===== src/rtl/flag_consumer.sv =====
`default_nettype none
// ============================================================================
// Module   : flag_consumer
// Purpose  : Consumer end of the flag set/unset protocol. Accepts a request
//            naming a subset of producer-owned status flags and waits until
//            all of them are set. It then presents a go token downstream.
//            Once the token is taken, it pulses the matching unset lines for
//            one cycle so that exactly those flags are cleared. The wait is
//            bounded: if the flags do not arrive in time, the request is
//            aborted with a one-cycle timeout pulse.
//
// Ports    : clk        rising-edge clock
//            rst        asynchronous, active-low reset
//            req_valid  request to wait on a flag subset
//            req_mask   flags required (sampled on the request handshake)
//            req_ready  block can accept a request (IDLE)
//            flags_in   current flag values from the flag registers
//            unset_out  one-cycle unset pulses back to the flag registers
//            go_valid   required flags were observed set
//            go_ready   downstream accepts the go token
//            timeout    one-cycle pulse, request aborted
//            busy       high in any state other than IDLE
//
// Revision : 1.0  initial release
// ============================================================================
module flag_consumer #(
    parameter int NFLAGS  = 4,
    parameter int TIMEOUT = 200,   // 0 disables the bounded wait
    parameter int CNT_W   = 8      // 2**CNT_W must cover TIMEOUT
) (
    input  logic              clk,
    input  logic              rst,
    input  logic              req_valid,
    input  logic [NFLAGS-1:0] req_mask,
    output logic              req_ready,
    input  logic [NFLAGS-1:0] flags_in,
    output logic [NFLAGS-1:0] unset_out,
    output logic              go_valid,
    input  logic              go_ready,
    output logic              timeout,
    output logic              busy
);

    typedef enum logic [1:0] {
        IDLE  = 2'd0,
        WAIT  = 2'd1,
        ISSUE = 2'd2,
        CLR   = 2'd3
    } state_t;

    localparam bit               TIMEOUT_EN = (TIMEOUT != 0);
    // Last WAIT cycle index that may still look for the flags.
    localparam logic [CNT_W-1:0] CNT_LAST   = CNT_W'((TIMEOUT != 0) ? (TIMEOUT - 1) : 0);

    state_t            state;
    logic [NFLAGS-1:0] mask;
    logic [CNT_W-1:0]  cnt;
    logic              sat;

    // An empty mask is trivially satisfied.
    assign sat = ((flags_in & mask) == mask);

    // All outputs are registered alongside the state. This keeps every
    // input-to-output path broken by a flop.
    always_ff @(posedge clk or negedge rst) begin
        if (!rst) begin
            state     <= IDLE;
            mask      <= '0;
            cnt       <= '0;
            unset_out <= '0;
            go_valid  <= 1'b0;
            timeout   <= 1'b0;
            busy      <= 1'b0;
            req_ready <= 1'b1;
        end else begin
            // Pulse outputs default low and are raised only on their transition.
            unset_out <= '0;
            timeout   <= 1'b0;
            case (state)
                IDLE: begin
                    if (req_valid) begin
                        mask      <= req_mask;
                        cnt       <= '0;
                        state     <= WAIT;
                        busy      <= 1'b1;
                        req_ready <= 1'b0;
                    end
                end
                WAIT: begin
                    // A satisfied wait wins over a same-cycle expiry.
                    if (sat) begin
                        state    <= ISSUE;
                        go_valid <= 1'b1;
                    end else if (TIMEOUT_EN && (cnt == CNT_LAST)) begin
                        state     <= IDLE;
                        timeout   <= 1'b1;
                        busy      <= 1'b0;
                        req_ready <= 1'b1;
                    end else begin
                        cnt <= cnt + CNT_W'(1);
                    end
                end
                ISSUE: begin
                    // Flags are committed once seen; they are not re-checked here.
                    if (go_ready) begin
                        state     <= CLR;
                        go_valid  <= 1'b0;
                        unset_out <= mask;
                    end
                end
                CLR: begin
                    state     <= IDLE;
                    busy      <= 1'b0;
                    req_ready <= 1'b1;
                end
                default: begin
                    state     <= IDLE;
                    go_valid  <= 1'b0;
                    busy      <= 1'b0;
                    req_ready <= 1'b1;
                end
            endcase
        end
    end

endmodule
`default_nettype wire


===== config.mk =====
export PLATFORM = sky130hd
export DESIGN_NAME = flag_consumer
export DESIGN_NICKNAME = d
export VERILOG_FILES = /design/src/rtl/flag_consumer.sv
export SDC_FILE = /design/constraint.sdc
export NUM_CORES = 1
export LEC_CHECK = 0
export CAP_MARGIN = 15
export CORE_AREA = 2 2 54 56
export DETAILED_ROUTE_END_ITERATION = 16
export DIE_AREA = 0 0 56 58
export GPL_ROUTABILITY_DRIVEN = 0
export PLACE_DENSITY = 0.71
export RECOVER_POWER = 25
export SLEW_MARGIN = 0
export SYNTH_ARGS = -nofsm -noshare
export SYNTH_HDL_FRONTEND = slang
export SYNTH_SLANG_ARGS = --single-unit

===== constraint.sdc =====
create_clock -name clk -period 4.25 [get_ports clk]
set_input_delay 0.85 -clock clk [delete_from_list [all_inputs] [get_ports clk]]
set_output_delay 0.85 -clock clk [all_outputs]
set_load 0.01 [all_outputs]

* After elaboration in Yosys (flattened, before gate mapping)
Cells that the tools add are included.
Cells by class: add/subtract/negate cells 1, eq/ne operators 12, mux-type cells 25, bitwise operators 1, reductions and logical operators 9
Operator list (count):
- $mux W8 | 3
- $pmux W8 S2 | 1
- $ne A2 B2 Y1 const B | 6
- $mux W1 | 11
- $add A8 B1 Y8 const B | 1
- $eq A8 B8 Y1 const B | 1
- $mux W2 | 4
- $mux W4 | 2
- $pmux W2 S4 | 1
- $reduce_and A4 Y1 | 2
- $pmux W1 S3 | 2
- $reduce_and A3 Y1 | 2
- $and A4 B4 Y4 | 1
- $eq A2 B2 Y1 const B | 2
- $eq A4 B4 Y1 | 1
- $reduce_bool A2 Y1 | 2
- $ne A3 B3 Y1 const B | 1
- $reduce_bool A3 Y1 | 1
- $eq A2 B1 Y1 const B | 1
- $logic_not A2 Y1 | 1
- $pmux W1 S2 | 1
- $reduce_and A2 Y1 | 1
Storage, ports and cells: register bits after elaboration 22, bits of input ports 12, output and inout port bits 8, logic and storage cells 56

* Depth between registers and ports, before layout
Gate-level depths: netlist of the first run.
depth after elaboration 4, mapped depth 6, depth with buffers taken out 6

* Least setup slack after synthesis of the first run
Ideal clock, no wire load.
kind input to register, start input port flags_in[3], end register cnt[4], library setup time 66 ps, arrival time 1950 ps, required time 4184 ps, path slack 2234 ps, stages 5, buffers on the path 0, cells stage by stage or2b_2 -> o2111ai_4 -> o21ai_2 -> or4_1 -> nand2_1
Between the ends: longest elaborated chain between the ends 4
Ends and longest elaborated chain:
- from (decl) | line 36 | input logic [NFLAGS-1:0] flags_in,
- $and A4 B4 Y4 | line 61 | assign sat = ((flags_in & mask) == mask);
- $eq A4 B4 Y1 | line 61
- $ne A2 B2 Y1 (no source line)
- $reduce_and A4 Y1 (no source line)
- to (signal assigned) | line 100 | cnt <= cnt + CNT_W'(1);
- to (decl) | line 57 | logic [CNT_W-1:0] cnt;
Every way passes these cells. A chain may end at the register's enable or synchronous reset.

* Worst setup path after layout of the first run
start input port flags_in[0], end register cnt[6]
Same word-level chain as after synthesis.

==> results.md, run 1 <==
* Startpoint types: primary input
* Layout cell share with drive strength beyond 1 at 13.68%
* Most common cell after layout, fill and taps aside: dfrtp_1
* Final number of hold-violating endpoints at 0
* Clock Tree Buf Depth at 2
* Post-route cell area at 0.001275 mm2
* Pre-antenna DRT Iters at 4
* Total CTS buffers at 3
* Start-to-end type of the worst setup path: primary input to flip-flop
* Via count of the first global-routing pass at 695
* Setup repair after global routing missed its margin: no
* Result of the run: finished clean
* Number of setup buffers added after CTS at 0
* Total setup violations reported at the end of the flow at 0
* Die Y-Extent at 58 um
* # placed instances at 144
* Number of antenna violations at the first check in global routing at 0
* Count of unresolved DRC violations after routing at 0
* Clock latency on the worst-skew pair at 0.30 ns
* Final Non-Filler Cells at 148
* Worst slew pin tran at 0.9445 ns
* GR Overflow Total at 0
* Static leakage at 0.5548 nW
* Layout Nets at 131
* Slew Limit Fails at 0
* Number of enable flip-flop cells after synthesis at 0
* Minimum clock period at 2.311 ns
* Max-cap viol count at 0
* Max-slew headroom at 36.83%
* Number of cells upsized or downsized after cts at 0
* Core ar. at 0.002663 mm2
* Boundary Pins at 20
* Top fanout value on the critical path at 8
* Commonest cells after routing, fill and taps aside: dfrtp_1, clkdlybuf4s50_1, nand2_1
* Worst vdd ir at 286.8 uV
* Average detailed-routed wire length per instance at 13.11 um
* Distinct cell type count after synthesis at 34
* Total standard cell area after synthesis at 0.001038 mm2
* # diodes at 0
* Tightest Hold Check Type: flip-flop to flip-flop
* Worst Setup End Kind: flip-flop
* Synthesis-to-layout area growth at 22.77%
* Final ANT Viol Nets at 0
* IO Port Bufs at 19
* Mapped Nets at 108
* Critical path arrival at 2.56 ns
* Clock slew seen by the registers of the worst setup and hold paths at 0.11 ns
* Maximum clock frequency at 0.4328 GHz
* Initial DRC Count at 23
* Flip-flop and latch count after synthesis at 22
* Clock root buffer: clkbuf_4
* Critical path data required time at 4.50 ns
* Number of cell rows at 19
* Dpl hpwl at 1423 um
* Largest net degree at the start of global routing at 23
* Die Area at 0.003248 mm2
* Final Total Pwr at 0.6317 mW
* Instance area after placement at 0.001256 mm2
* Final period utilization at 54.37%
* Starting density of the core at 39.00%
* Filler Cell Count at 256
* Total routing resource utilization after global routing at 12.44%
* Number of cells produced by synthesis at 95
* Share of the yosys chip area belonging to registers at 53.13%
* Worst setup slack for register-to-register paths at 2.40 ns
* Aggregate routed wire length at 1940 um
* Routed vias at 796
* Number of hold buffers added after CTS at 0
* Synth Warn # at 0
* Total power divided by cell area at 495.5 mW/mm2
* Ratio of routed vias to standard cells at 5.378
* Setup_tns at 0 ns
* First-pass GRT wire length at 3063 um
* Top flip-flop cell by instance count after synthesis: dfrtp_1
* Die width at 56 um
* CTS tree: done
* Fraction of synthesis flops using an asynchronous set or reset pin at 100.0%
* Clock skew after layout at 0.003734 ns
* Average footprint of a synthesized cell at 10.93 um2
* Depth of the CTS H-tree at 1
* # clock sinks at 22
-- cells in the mapped netlist (3+ instances only) --
library cell | instances | share of area (%)
nand3_1 | 3 | 1.4
and2_1 | 3 | 1.8
dfrtp_1 | 21 | 51
xor2_1 | 3 | 2.5
o21ai_0 | 9 | 4.3
nor2_1 | 7 | 2.5
nand2_1 | 11 | 4.0
inv_1 | 4 | 1.4
a21oi_1 | 3 | 1.4
mux2_2 | 3 | 3.3
-- flip-flops by register name (all words and copies together) (netlist names), named ones only --
signal / cells
cnt: 8
go_valid: 1
mask: 4
req_ready: 1
busy: 1
unset_out: 4
state: 1
timeout: 1
-- metrics by stage --
| step | hold WS, ns | setup slack (ns) | utilization [%] |
|---|---|---|---|
| 2_1_floorplan | 0.4634 | 2.234 | - |
| 3_3_place_gp | 0.4569 | 1.792 | 47.18 |
| 3_5_place_dp | 0.4617 | 1.768 | 47.18 |
| 4_1_cts | 0.4800 | 2.000 | 48.54 |
| 5_1_grt | 0.5100 | 1.869 | 47.89 |
| 6_report | 0.4794 | 1.939 | 47.89 |
-- path summary, 6_finish.rpt --
| path | start | to | depth (start not counted) |
|---|---|---|---|
| max | flags_in[0] | cnt[6] | 6 |
| min | req_ready | req_ready | 2 |
| max reg2reg | cnt[0] | cnt[1] | 5 |
| min reg2reg | req_ready | req_ready | 2 |
| max in group asynchronous | rst | cnt[4] | 1 |
| min in group asynchronous | rst | cnt[7] | 1 |
-- routing by layer --
layer | part of all wire [%] | GRT usage (%)
met5 | 0 | 0
met4 | 2.0 | 6.122
met3 | 4.5 | 2.232
met2 | 47 | 19.66
met1 | 46 | 16.62
-- cells by family (layout without fill, tap and decap cells) --
| family | Yosys count | in the layout | synth area share, % |
|---|---|---|---|
| DFF | 22 | 22 | 53.13 |
| AOI/OAI and AO/OA | 22 | 22 | 15.66 |
| xor gates and xnor gates | 3 | 3 | 2.531 |
| buffers and inverters | 5 | 27 | 2.530 |
| adders and majority gates | 1 | 1 | 1.205 |
| and+or+nand+nor | 39 | 39 | 21.69 |
| muxes | 3 | 3 | 3.253 |
-- critical path, stage by stage --
cell and delay (ns):
dlygate4sd3_1 0.52, nand2b_1 0.14, o2111ai_1 0.25, o21ai_2 0.19, or4_1 0.53, nand2_1 0.08
-- layout make-up --
cell class / count / area, um2 / area share (%)
clock buffer: 4 / 36.28 / 2.846
tap: 31 / 38.79 / 3.042
timing repair buffer: 19 / 190.2 / 14.92
multi-input combinational: 68 / 442.9 / 34.74
sequential: 22 / 551.8 / 43.28
inverter: 4 / 15.01 / 1.178
-- power breakdown --
group	switching [mW]	leakage [nW]	total (mW)	internal, mW
combinational	0.112	0.250	0.209	0.0967
sequential	0.0482	0.283	0.311	0.263
clock	0.0595	0.0210	0.112	0.0523
Power figures use the tool's default switching activity.
==> run 2: changes to the inputs <==
Clock period 4.25 ns to 2.4 ns, I/O delays scaled along.
==> run 2 against run 1 <==
  * Final area up 2.0%
  * First-iteration DRC count down 30%
  * Largest power group unchanged
  * Critical endpoint is now req_ready
  * Sequential cell count unchanged
  * Largest cell class unchanged
  * Routed wire length up 1.2%
  * Clock skew up 0.0023 ns
  * Die area unchanged
  * Sequential power up 77%
  * Power up 82%
  * Critical path type is now flip-flop to primary output
  * Global-route usage up 0.60 points
  * Worst setup slack worse by 1.4 ns
  * Cell count up 0.68%
==> results.md, run 2 (synthesis gave the netlist of run 1 again) <==
* Result of the run: finished clean
* GR Overflow Total at 0
* Start-to-end type of the worst setup path: flip-flop to primary output
* Dpl hpwl at 1499 um
* Worst slew pin tran at 0.6063 ns
* Layout Nets at 132
* Minimum clock period at 1.884 ns
* Setup_tns at 0 ns
* Grt met3 use at 2.455%
* Startpoint types: flip-flop
* Largest registers: cnt x8, mask x4, unset_out x4
* Setup slack after placement at 0.2749 ns
* Critical path arrival at 1.40 ns
* Number of cell rows at 19
* Cells on worst reg2reg path at 5
* First-pass GRT wire length at 3318 um
* CTS tree: done
* Synthesis-to-layout area growth at 25.18%
* Clock root buffer: clkbuf_4
* Die width at 56 um
* Depth of the CTS H-tree at 1
* Slew Limit Fails at 0
* Clock skew after layout at 0.005997 ns
* Boundary Pins at 20
* Total routing resource utilization after global routing at 13.04%
* # diodes at 0
* Worst reg2reg path startpoint: cnt[0]
* Cell-by-cell listing of the critical path: clkdlybuf4s50_1
* Aggregate routed wire length at 1964 um
* Ratio of routed vias to standard cells at 5.356
* Pre-antenna DRT Iters at 4
* Number of setup buffers added after CTS at 0
* Number of flip-flops in the largest register at 8
* Clock slew seen by the registers of the worst setup and hold paths at 0.12 ns
* Max-cap viol count at 0
* Critical path data required time at 1.92 ns
* Worst setup slack for register-to-register paths at 0.57 ns
* Min Hold Slack at 0.4814 ns
* Most common cell after layout, fill and taps aside: dfrtp_1
* CP max-delay cell: dfstp_2
* Final Total Pwr at 1.152 mW
* Instance count on the critical path at 1
* Kind of cell adding the most delay to the critical path: flip-flops
* Top reg by flops: cnt
* Clock Tree Buf Depth at 2
* Total power divided by cell area at 886.3 mW/mm2
* Layer with the highest usage: met2
* Maximum clock frequency at 0.5308 GHz
* Launching element of the worst setup path: req_ready
* Commonest cells after routing, fill and taps aside: dfrtp_1, clkdlybuf4s50_1, nand2_1
* Total CTS buffers at 3
* Min-Delay Startpoint: req_ready
* Die Area at 0.003248 mm2
* Final ANT Viol Nets at 0
* Largest net degree at the start of global routing at 14
* Filler Cell Count at 245
* Worst path setup slack after routing at 0.5159 ns
* Worst vdd ir at 533.8 uV
* # clock sinks at 22
* Number of cells upsized or downsized after cts at 0
* Max stage delay on crit path at 0.56 ns
* Static leakage at 0.5640 nW
* IO Port Bufs at 19
* Tightest Hold Check Type: flip-flop to flip-flop
* Top fanout value on the critical path at 3
* Initial DRC Count at 16
* Total setup violations reported at the end of the flow at 0
* Die Y-Extent at 58 um
* Max-slew headroom at 59.44%
* Number of antenna violations at the first check in global routing at 0
* Number of hold buffers added after CTS at 0
* Routed vias at 798
* Fraction of met2 tracks used by global routing at 20.84%
* Via count of the first global-routing pass at 746
* Layout cell share with drive strength beyond 1 at 15.25%
* Average detailed-routed wire length per instance at 13.18 um
* Clock latency on the worst-skew pair at 0.31 ns
* Endpoint of the most critical setup path: req_ready
* Final number of hold-violating endpoints at 0
* CP bufs+invs at 1
* Post-route core utilization at 48.83%
* Setup repair after global routing missed its margin: no
* Global Route met1 Usage at 17.29%
* Count of unresolved DRC violations after routing at 0
* End of the worst register-to-register path: cnt[0]
* Worst Setup End Kind: primary output
* Final period utilization at 78.50%
* Starting density of the core at 39.00%
* Core ar. at 0.002663 mm2
-- run 2: per-stage QoR --
stage                     cell area (um2)  cells
after floorplan                      1039     95
after global placement               1264    145
after detailed placement             1264    145
after CTS                            1300    149
after global routing                 1300    149
final                                1300    149
-- run 2: cell type report --
type	count	area [um2]	area share [%]
clock buffer	4	36.28	2.791
multi-input combinational	68	460.4	35.42
timing repair buffer	20	197.7	15.21
tap	31	38.79	2.984
sequential	22	551.8	42.44
inverter	4	15.01	1.155
-- run 2: routing by layer --
metal / share of wire, % / up-vias
li1: - / 388
met1: 47 / 387
met2: 47 / 20
met3: 4.2 / 3
met4: 1.7 / 0
met5: 0 / -
-- run 2: worst min-delay path by stage --
stage | endpoint | slack [ns] | cells after the start
finish | req_ready | 0.48 | 2
global placement | req_ready | 0.46 | 2
floorplan | asynchronous set/reset pin | 0.18 | 0
global route | req_ready | 0.51 | 2
detailed placement | req_ready | 0.46 | 2
CTS | req_ready | 0.48 | 2
-- run 2: worst reg2reg max path, delay by kind of cell (launching register included) --
kind	cells	cell delay, ns
adders and majority gates	1	0.25
DFF	1	0.42
AOI/OAI and AO/OA	1	0.18
and+or+nand+nor	3	0.91
-- run 2: power by group --
part / internal [mW] / leakage (nW) / switching, mW
logic: 0.185 / 0.260 / 0.211
clock network: 0.0928 / 0.0210 / 0.113
registers: 0.465 / 0.283 / 0.0848
total: 0.743 / 0.564 / 0.409
==> run 3: changes to the inputs <==
Settings changed: PLACE_DENSITY 0.71 to 0.73.
Clock period 2.4 ns to 1.71 ns, I/O delays scaled along.
==> run 3 against run 2 <==
  * Count of clock-buffer cells in the layout decreased by 1
  * Clock power is 92% higher
  * Final area grew 10%
  * Non-clock buffer count is 14 higher
  * Sequential power is 36% higher
  * Cell count increased by 9.4%
  * Sequential share of layout area is 3.9 points lower
  * Register-to-register slack got worse by 0.54 ns
  * Power grew 67%
  * Clock skew up 0.0090 ns
  * First-iteration DRC count up 63%
  * Worst setup slack got worse by 0.49 ns
==> results.md, run 3 (synthesis gave the netlist of run 1 again) <==
* # placed instances at 159
* Core ar. at 0.002663 mm2
* Final ANT Viol Nets at 0
* Start-to-end type of the worst setup path: flip-flop to flip-flop
* Switching Fraction at 33.06%
* Final Non-Filler Cells at 163
* Minimum clock period at 1.683 ns
* Max stage delay on crit path at 0.42 ns
* Synthesis-to-layout area growth at 37.71%
* Depth of the CTS H-tree at 1
* Total power divided by cell area at 1344 mW/mm2
* Max-cap viol count at 0
* Clock Tree Buf Depth at 2
* Dpl hpwl at 1716 um
* Number of hold buffers added after CTS at 0
* Maximum clock frequency at 0.5940 GHz
* # diodes at 0
* CTS tree: done
* Static leakage at 0.6404 nW
* Result of the run: finished clean
* Clock skew after layout at 0.01501 ns
* Top fanout value on the critical path at 3
* Die width at 56 um
* Most common cell after layout, fill and taps aside: dfrtp_1
* Worst vdd ir at 782.1 uV
* Layout cell share with drive strength beyond 1 at 26.52%
* Via count of the first global-routing pass at 868
* Clock root buffer: clkbuf_4
* IO Port Bufs at 19
* Aggregate routed wire length at 2215 um
* Total routing resource utilization after global routing at 14.93%
* Largest net degree at the start of global routing at 23
* Register share of total power at 39.0%
* Commonest cells after routing, fill and taps aside: dfrtp_1, clkdlybuf4s50_1, buf_4
* Critical path arrival at 1.92 ns
* Initial DRC Count at 26
* Setup repair after global routing missed its margin: yes
* Top reg by flops: cnt
* Die Area at 0.003248 mm2
* Number of cell rows at 19
* Number of setup buffers added after CTS at 0
* Number of flip-flops in the largest register at 8
* Clock slew seen by the registers of the worst setup and hold paths at 0.11 ns
* Worst slew pin tran at 1.152 ns
* Die Y-Extent at 58 um
* Min Hold Slack at 0.4973 ns
* Total setup violations reported at the end of the flow at 0
* Boundary Pins at 20
* Total CTS buffers at 3
* Internal power at 1.287 mW
* Slew Limit Fails at 0
* Starting density of the core at 39.00%
* Post-route core utilization at 53.71%
* Proportion of power drawn by the clock network at 20.6%
* GR Overflow Total at 0
* Cell depth of the worst min-delay path at 2
* Number of antenna violations at the first check in global routing at 0
* Tightest Hold Check Type: flip-flop to flip-flop
* # clock sinks at 22
* Pre-antenna DRT Iters at 4
* Cell-by-cell listing of the critical path: ha_2 > and4b_1 > and4bb_2 > or3b_4 > o21ai_1
* Final period utilization at 98.45%
* Final number of hold-violating endpoints at 0
* Clock latency on the worst-skew pair at 0.31 ns
* Power dissipated by switching net loads at 0.6356 mW
* Count of unresolved DRC violations after routing at 0
* Worst Setup End Kind: flip-flop
* Largest registers: cnt x8, mask x4, unset_out x4
* Cells on worst reg2reg path at 5
* Routed vias at 842
* Ratio of routed vias to standard cells at 5.166
* Combinational group share of total power at 40.4%
* Max-slew headroom at 23.22%
* Startpoint types: flip-flop
* First-pass GRT wire length at 3843 um
* Filler Cell Count at 258
* Layout Nets at 146
* CP max-delay cell: or3b_4
* Critical path data required time at 1.94 ns
* Average detailed-routed wire length per instance at 13.59 um
[run 3: cell count changes in the layout (fill, tap and decap cells not counted), sizes merged]
cell           change
dlygate4sd3        -2
clkdlybuf4s50      +1
bufinv             +1
buf               +13
dlygate4sd2        +1
[run 3: worst paths after layout]
check	from	slack, ns	endpoint
worst min register to register	req_ready	0.50	req_ready
min in group asynchronous	rst	0.68	mask[2]
max in group asynchronous	rst	0.33	cnt[2]
worst min-delay path	req_ready	0.50	req_ready
worst max register to register	cnt[0]	0.03	cnt[1]
worst max-delay path	cnt[0]	0.03	cnt[1]
[run 3: through the flow]
stage | TNS [ns] | instance area [um2] | power [mW] | setup WS [ns]
2_1_floorplan | 0 | 1039 | 1.157 | 0.03551
3_3_place_gp | -1.303 | 1369 | 1.474 | -0.1800
3_5_place_dp | -1.703 | 1369 | 1.513 | -0.2188
4_1_cts | 0 | 1423 | 1.919 | 0.009654
5_1_grt | -0.08462 | 1430 | 2.050 | -0.04382
6_report | 0 | 1430 | 1.923 | 0.02652
[run 3: layout make-up]
| type | instances | area (um2) | share of cell area (%) |
|---|---|---|---|
| Timing Repair Buffer | 34 | 297.8 | 20.82 |
| Multi-Input combinational cell | 68 | 474.2 | 33.16 |
| Inverter | 4 | 15.01 | 1.050 |
| Clock inverter | 1 | 30.03 | 2.100 |
| Tap cell | 31 | 38.79 | 2.712 |
| Clock buffer | 3 | 22.52 | 1.575 |
| Sequential cell | 22 | 551.8 | 38.58 |
[run 3: worst max-delay path: cells and delay by family (launching register included)]
family / cells / cell delay, ns
simple gates: 3 / 0.88
flops: 1 / 0.40
compound gates: 1 / 0.14
fa+ha+maj: 1 / 0.20
[run 3: what timing repair did]
| action | in CTS | in global routing |
|---|---|---|
| pin swaps | 0 | 2 |
| endpoints found under the setup margin | 3 | 8 |
| gates resized for setup | 3 | 4 |
[run 3: power by group through the flow]
stage	combinational (mW)	sequential, mW	clock (mW)
after global placement	0.721	0.753	0
after detailed placement	0.748	0.765	0
after global routing	0.858	0.772	0.420
after CTS	0.762	0.753	0.404
final	0.777	0.750	0.396
after floorplan	0.405	0.752	0
[run 3: routing by layer]
metal / vias up / routed length (um) / track usage (%) / share of wire [%]
met1: 407 / 986 / 20.11 / 45
li1: 417 / - / - / -
met3: 2 / 65 / 2.009 / 2.9
met2: 16 / 1145 / 25.55 / 52
met4: 0 / 17 / 4.082 / 0.77
met5: - / 0 / 0 / 0
